==> src/rtl/sm_walk_sequencer.sv <==
// -----------------------------------------------------------------------------
// sm_walk_sequencer
// Synthesizable driver for the 11-state (0..10) protocol walk. Each accepted
// step pulse takes one transition; branch choices come from an internal 16-bit
// Galois LFSR (mask 16'hB400). With ERR_INJECT_EN defined, fault injection can
// bump the next state by one so that downstream assertions see illegal moves.
//
// Configuration macro: ERR_INJECT_EN (undefined = injection compiled out,
// inj_en ignored, bugged/bug_cnt stay 0).
//
// Ports
//   clk        in   1      clock, all logic on posedge
//   rst        in   1      synchronous active-high reset
//   step       in   1      advance one transition this cycle
//   seed_ld    in   1      load seed into LFSR (wins over step)
//   seed       in   16     value for seed_ld (0 maps to SEED)
//   inj_en     in   1      enable fault injection (ERR_INJECT_EN builds only)
//   state      out  4      current state
//   old_state  out  4      state before the last step
//   bugged     out  1      1-cycle pulse: last step was injected
//   illegal    out  1      combinational: state > 10
//   trans_cnt  out  CNT_W  steps taken, saturating
//   bug_cnt    out  CNT_W  injected steps, saturating
// -----------------------------------------------------------------------------
module sm_walk_sequencer #(
  parameter logic [15:0] SEED       = 16'hACE1,
  parameter logic [7:0]  INJ_THRESH = 8'd120,
  parameter int          CNT_W      = 16
) (
  input  logic             clk,
  input  logic             rst,
  input  logic             step,
  input  logic             seed_ld,
  input  logic [15:0]      seed,
  input  logic             inj_en,
  output logic [3:0]       state,
  output logic [3:0]       old_state,
  output logic             bugged,
  output logic             illegal,
  output logic [CNT_W-1:0] trans_cnt,
  output logic [CNT_W-1:0] bug_cnt
);

  typedef enum logic [3:0] {
    ST_0   = 4'd0,  ST_1   = 4'd1,  ST_2   = 4'd2,  ST_3   = 4'd3,
    ST_4   = 4'd4,  ST_5   = 4'd5,  ST_6   = 4'd6,  ST_7   = 4'd7,
    ST_8   = 4'd8,  ST_9   = 4'd9,  ST_10  = 4'd10, ST_X11 = 4'd11,
    ST_X12 = 4'd12, ST_X13 = 4'd13, ST_X14 = 4'd14, ST_X15 = 4'd15
  } state_e;

  localparam logic [15:0]      LFSR_MASK = 16'hB400;
  localparam logic [CNT_W-1:0] CNT_MAX   = {CNT_W{1'b1}};
  localparam logic [CNT_W-1:0] CNT_ONE   = {{(CNT_W-1){1'b0}}, 1'b1};

  // One right-shift of the Galois LFSR; the mask is folded in when bit 0 falls out.
  function automatic logic [15:0] lfsr_adv(input logic [15:0] v);
    lfsr_adv = {1'b0, v[15:1]} ^ (v[0] ? LFSR_MASK : 16'h0000);
  endfunction

  // Saturating increment: holds at all-ones instead of wrapping.
  function automatic logic [CNT_W-1:0] sat_inc(input logic [CNT_W-1:0] c);
    if (c == CNT_MAX) begin
      sat_inc = c;
    end else begin
      sat_inc = c + CNT_ONE;
    end
  endfunction

  state_e           state_r;
  state_e           old_r;
  logic [15:0]      lfsr_r;
  logic             bugged_r;
  logic [CNT_W-1:0] trans_r;
  logic [CNT_W-1:0] bugc_r;

  state_e           nxt_l_s;
  state_e           nxt_s;
  logic             inj_s;
  logic [3:0]       bump_s;

`ifdef ERR_INJECT_EN
  // Injection fires when enabled and the upper LFSR byte exceeds the threshold.
  always_comb begin
    inj_s = inj_en && (lfsr_r[15:8] > INJ_THRESH);
  end
`else
  logic unused_inj_en_s;
  assign unused_inj_en_s = inj_en;

  // Injection is compiled out: the walk always follows the legal table.
  always_comb begin
    inj_s = 1'b0;
  end
`endif

  // Next-state decode; branch choices use the pre-shift LFSR value.
  always_comb begin
    nxt_l_s = ST_0;
    case (state_r)
      ST_0:    nxt_l_s = ST_1;
      ST_1:    nxt_l_s = lfsr_r[0] ? ST_4 : ST_2;
      ST_2:    nxt_l_s = ST_3;
      ST_3:    nxt_l_s = (lfsr_r[3:0] < 4'd2) ? ST_5 : ST_1;
      ST_4:    nxt_l_s = ST_5;
      ST_5:    nxt_l_s = lfsr_r[4] ? ST_1 : ST_6;
      ST_6:    nxt_l_s = ST_7;
      ST_7:    nxt_l_s = (lfsr_r[2:0] < 3'd5) ? ST_0 : ST_8;
      ST_8: begin
        if (lfsr_r[5:0] < 6'd19) begin
          nxt_l_s = ST_2;
        end else if (lfsr_r[5:0] < 6'd31) begin
          nxt_l_s = ST_4;
        end else if (lfsr_r[5:0] < 6'd39) begin
          nxt_l_s = ST_10;
        end else if (lfsr_r[5:0] < 6'd45) begin
          nxt_l_s = ST_9;
        end else begin
          nxt_l_s = ST_2;
        end
      end
      ST_9:    nxt_l_s = ST_0;
      ST_10:   nxt_l_s = ST_0;
      default: nxt_l_s = ST_4;  // recover from 11..15
    endcase

    // Injected step lands one past the legal target, wrapping 15 -> 0.
    bump_s = 4'(nxt_l_s) + 4'd1;
    if (inj_s) begin
      nxt_s = state_e'(bump_s);
    end else begin
      nxt_s = nxt_l_s;
    end
  end

  // State, history, LFSR and counters; rst > seed_ld > step.
  always_ff @(posedge clk) begin
    if (rst) begin
      state_r  <= ST_0;
      old_r    <= ST_0;
      lfsr_r   <= SEED;
      bugged_r <= 1'b0;
      trans_r  <= {CNT_W{1'b0}};
      bugc_r   <= {CNT_W{1'b0}};
    end else if (seed_ld) begin
      lfsr_r   <= (seed == 16'h0000) ? SEED : seed;
      bugged_r <= 1'b0;
    end else if (step) begin
      old_r    <= state_r;
      state_r  <= nxt_s;
      lfsr_r   <= lfsr_adv(lfsr_r);
      trans_r  <= sat_inc(trans_r);
      bugged_r <= inj_s;
      if (inj_s) begin
        bugc_r <= sat_inc(bugc_r);
      end
    end else begin
      bugged_r <= 1'b0;
    end
  end

  assign state     = state_r;
  assign old_state = old_r;
  assign bugged    = bugged_r;
  assign trans_cnt = trans_r;
  assign bug_cnt   = bugc_r;
  assign illegal   = (state_r > ST_10);

endmodule

==> config.mk <==
export PLATFORM = sky130hd
export DESIGN_NAME = sm_walk_sequencer
export DESIGN_NICKNAME = d
export VERILOG_FILES = /design/src/rtl/sm_walk_sequencer.sv
export SDC_FILE = /design/constraint.sdc
export NUM_CORES = 1
export LEC_CHECK = 0
export CAP_MARGIN = 10
export CORE_UTILIZATION = 45
export CTS_CLUSTER_DIAMETER = 150
export DETAILED_ROUTE_END_ITERATION = 8
export PLACE_DENSITY = 0.76
export SKIP_LAST_GASP = 1
export SYNTH_ARGS = -nofsm -noshare
export SYNTH_HDL_FRONTEND = slang
export SYNTH_SLANG_ARGS = --single-unit
==> constraint.sdc <==
create_clock -name clk -period 2.5 [get_ports clk]
set_input_delay 0.5 -clock clk [delete_from_list [all_inputs] [get_ports clk]]
set_output_delay 0.5 -clock clk [all_outputs]
set_load 0.01 [all_outputs]
==> out/results.tsv <==
metric	value	unit
status	completed	
clkSlewWorstSetupHoldPaths	0.08	ns
yosys_most_used_dff	dfxtp_1	
die_w	72.6	um
numCtsBuffers	5	
num_rows	25	
initial_utilization	0.472	
syn_to_final_growth	25.4	%
finalHoldViolCount	0	
cts_tree	yes	
synth_warnings	0	
syn_avg_cell_area	8.31	sq um
synthSimpleGateAreaFrac	0.271	
required	2.00	ns
rsz0062_at_grt	no	
placed_cell_area	2710	sq um
syn_area	2240	sq um
arrival	1.67	ns
place_congestion	0.785	
core_area	4750	sq um
drt-initial-drc-count	92	
synth_edf_count	0	
cpMaxStageDelayCell	clkdlybuf4s50_1	
skew	0.00893	ns
crit_chain	a21oi_1, nor2b_1, clkdlybuf4s50_1	
ys_seq_elements	40	
powerDensity	495	nW/um^2
maxCapViolCount	0	
pin_count	63	
root_buffer	clkbuf_8	
vias	2101	
grt_max_degree	27	
synth_xor_area_frac	0.0117	
drt_pre_antenna_iters	4	
grt_pass1_wl	7940	um
slowest_delay	0.56	ns
grt_pass1_vias	1749	
cts_resized	0	
die-area	5270	sq um
clk_latency	0.30	ns
pre_cts_ws	0.190	ns
nNetsFinal	335	
cts_num_sinks	40	
portBuffers	44	
hold_path.class	reg2reg	
crit_type	reg2out	
clock.fmax	460	MHz
ys_seq_area_frac	0.357	
final_cell_area	2810	sq um
drv_slew	0	
synth_compound_area_frac	0.208	
finalCriticalPeriod	2.17	ns
detail_route.vias_per_cell	5.51	
p_leak	1.00	nW
n_fill_cell	445	
synth_cells	270	
remaining_drc_errors	0	
ys_types	52	
cts_buffer_depth	2	
overflow	0	
antenna_found_initial	0	
cts_setup_buffers	0	
synthArstFlopShare	0	
drt-wirelength-per-cell	12.8	um
synthAdderAreaFrac	0.00557	
setup_viol	0	
final_antenna_net_count	0	
drive_above_1_share	0.0892	
cts_max_level	2	
power	1.39	mW
fin_crit_sh	0.869	
wl	4870	um
fin_util	0.592	
vdd_drop_max	0.000319	V
dieHeight	72.6	um
worst_setup_path_end_kind	primary output	
crit_path_max_fanout	11	
startpoint_type	register	
muxShareOfSynthArea	0.0563	
dp_hpwl	3420	um
cts.hold.buffers_added	0	
worst_slack	0.328	ns
synth_top_family_by_area	simple AND/OR/NAND/NOR gates	
grt.total_usage	0.193	
setup_tns	0	ns
diodes	0	
[where the power goes]
group	internal (mW)	switching [mW]	total (mW)
registers	0.659	0.0264	0.686
logic	0.0947	0.0902	0.185
clock network	0.296	0.226	0.523
total	1.05	0.343	1.39
[synth_stat cells (all sizes together), types with 2 or more instances]
| cell type | count | share of area |
|---|---|---|
| a211oi | 3 | 0.010 |
| a21oi | 28 | 0.062 |
| a22oi | 2 | 0.0067 |
| a311oi | 3 | 0.012 |
| a41oi | 2 | 0.0078 |
| and3 | 2 | 0.0056 |
| and4 | 3 | 0.012 |
| buf | 19 | 0.061 |
| clkbuf | 14 | 0.023 |
| dfxtp | 40 | 0.36 |
| inv | 2 | 0.0033 |
| mux2 | 5 | 0.025 |
| mux2i | 7 | 0.031 |
| nand2 | 14 | 0.023 |
| nand2b | 14 | 0.042 |
| nand3 | 5 | 0.016 |
| nand4 | 6 | 0.017 |
| nand4b | 2 | 0.0078 |
| nor2 | 26 | 0.043 |
| nor2b | 3 | 0.0084 |
| nor3 | 8 | 0.018 |
| nor4 | 6 | 0.017 |
| o21a | 3 | 0.010 |
| o21ai | 8 | 0.018 |
| o22ai | 8 | 0.022 |
| o2bb2ai | 2 | 0.0078 |
| o31ai | 3 | 0.010 |
| o41ai | 2 | 0.016 |
| or3 | 4 | 0.012 |
| or4 | 8 | 0.028 |
| xnor2 | 3 | 0.012 |
[layout make-up]
class,instances,area (sq um),share of cell area
well taps,67,83.8,0.0298
flip-flops and latches,40,801,0.285
repair buffers,53,508,0.181
clock buffers,6,72.6,0.0258
clock inverters,2,35.0,0.0124
multi-input cells,211,1310,0.464
inverters,2,7.51,0.00267
[cells by family after synthesis]
| kind of cell | Yosys count |
|---|---|
| multiplexers | 12 |
| XOR/XNOR | 3 |
| buffers and inverters | 35 |
| adder cells (fa/ha/maj) | 1 |
| AO/OA/AOI/OAI | 71 |
| AND/OR/NAND/NOR | 107 |
| other | 1 |
| flip-flops | 40 |
[cells in the final DEF (no fill, tap or decap), types with 2 or more instances in the layout]
cell              n
nand4_1           6
o21a_1            3
nand2b_1         13
a311oi_1          3
nand3_2           2
inv_1             2
nor4_1            6
o21ai_0           8
conb_1           17
a21oi_1          28
nor3_1            8
and4_1            3
nand2_1          14
xnor2_1           3
and3_1            2
nand4b_1          2
o2bb2ai_1         2
a211oi_1          3
o31ai_1           3
a22oi_1           2
dfxtp_1          40
clkbuf_8          5
mux2i_1           7
nor2b_1           3
buf_4             9
o22ai_1           8
a41oi_1           2
or4_1             7
nand3_1           3
or3_1             3
clkdlybuf4s50_1  44
nor2_1           26
mux2_2            5
[worst max-delay path, delay by kind of cell, from the launching register on]
family | cells | cell delay (ns)
simple gates | 1 | 0.18
flops | 1 | 0.53
compound gates | 1 | 0.11
buf+inv | 1 | 0.56
[state kept, by name, summed over array words and instances, names as in the netlist]
register   flops
lfsr_r        16
old_state      4
state          4
trans_cnt     16
[path summary, 6_finish.rpt]
kind / from / endpoint / slack, ns / cells past startpoint
worst min-delay path: old_state[1]$_SDFFE_PP0P_ / old_state[1]$_SDFFE_PP0P_ / 0.46 / 2
worst max register to register: trans_cnt[3]$_SDFFE_PP0P_ / trans_cnt[11]$_SDFFE_PP0P_ / 0.66 / 4
worst min register to register: old_state[1]$_SDFFE_PP0P_ / old_state[1]$_SDFFE_PP0P_ / 0.46 / 2
worst max-delay path: state[2]$_SDFFE_PP0P_ / illegal / 0.33 / 3
[metal layers]
layer,GRT usage,part of all wire,vias to the layer above
met3,0.0511,0.045,6
li1,-,-,1060
met5,0,0,-
met4,0.0763,0.013,0
met2,0.318,0.48,59
met1,0.239,0.46,976
[metrics by stage]
step	hold WS, ns	instances
floorplan	0.481	286
global route	0.485	381
detailed placement	0.448	373
CTS	0.459	381
global placement	0.444	373
finish	0.456	381
(Power assumes the default switching activity.)
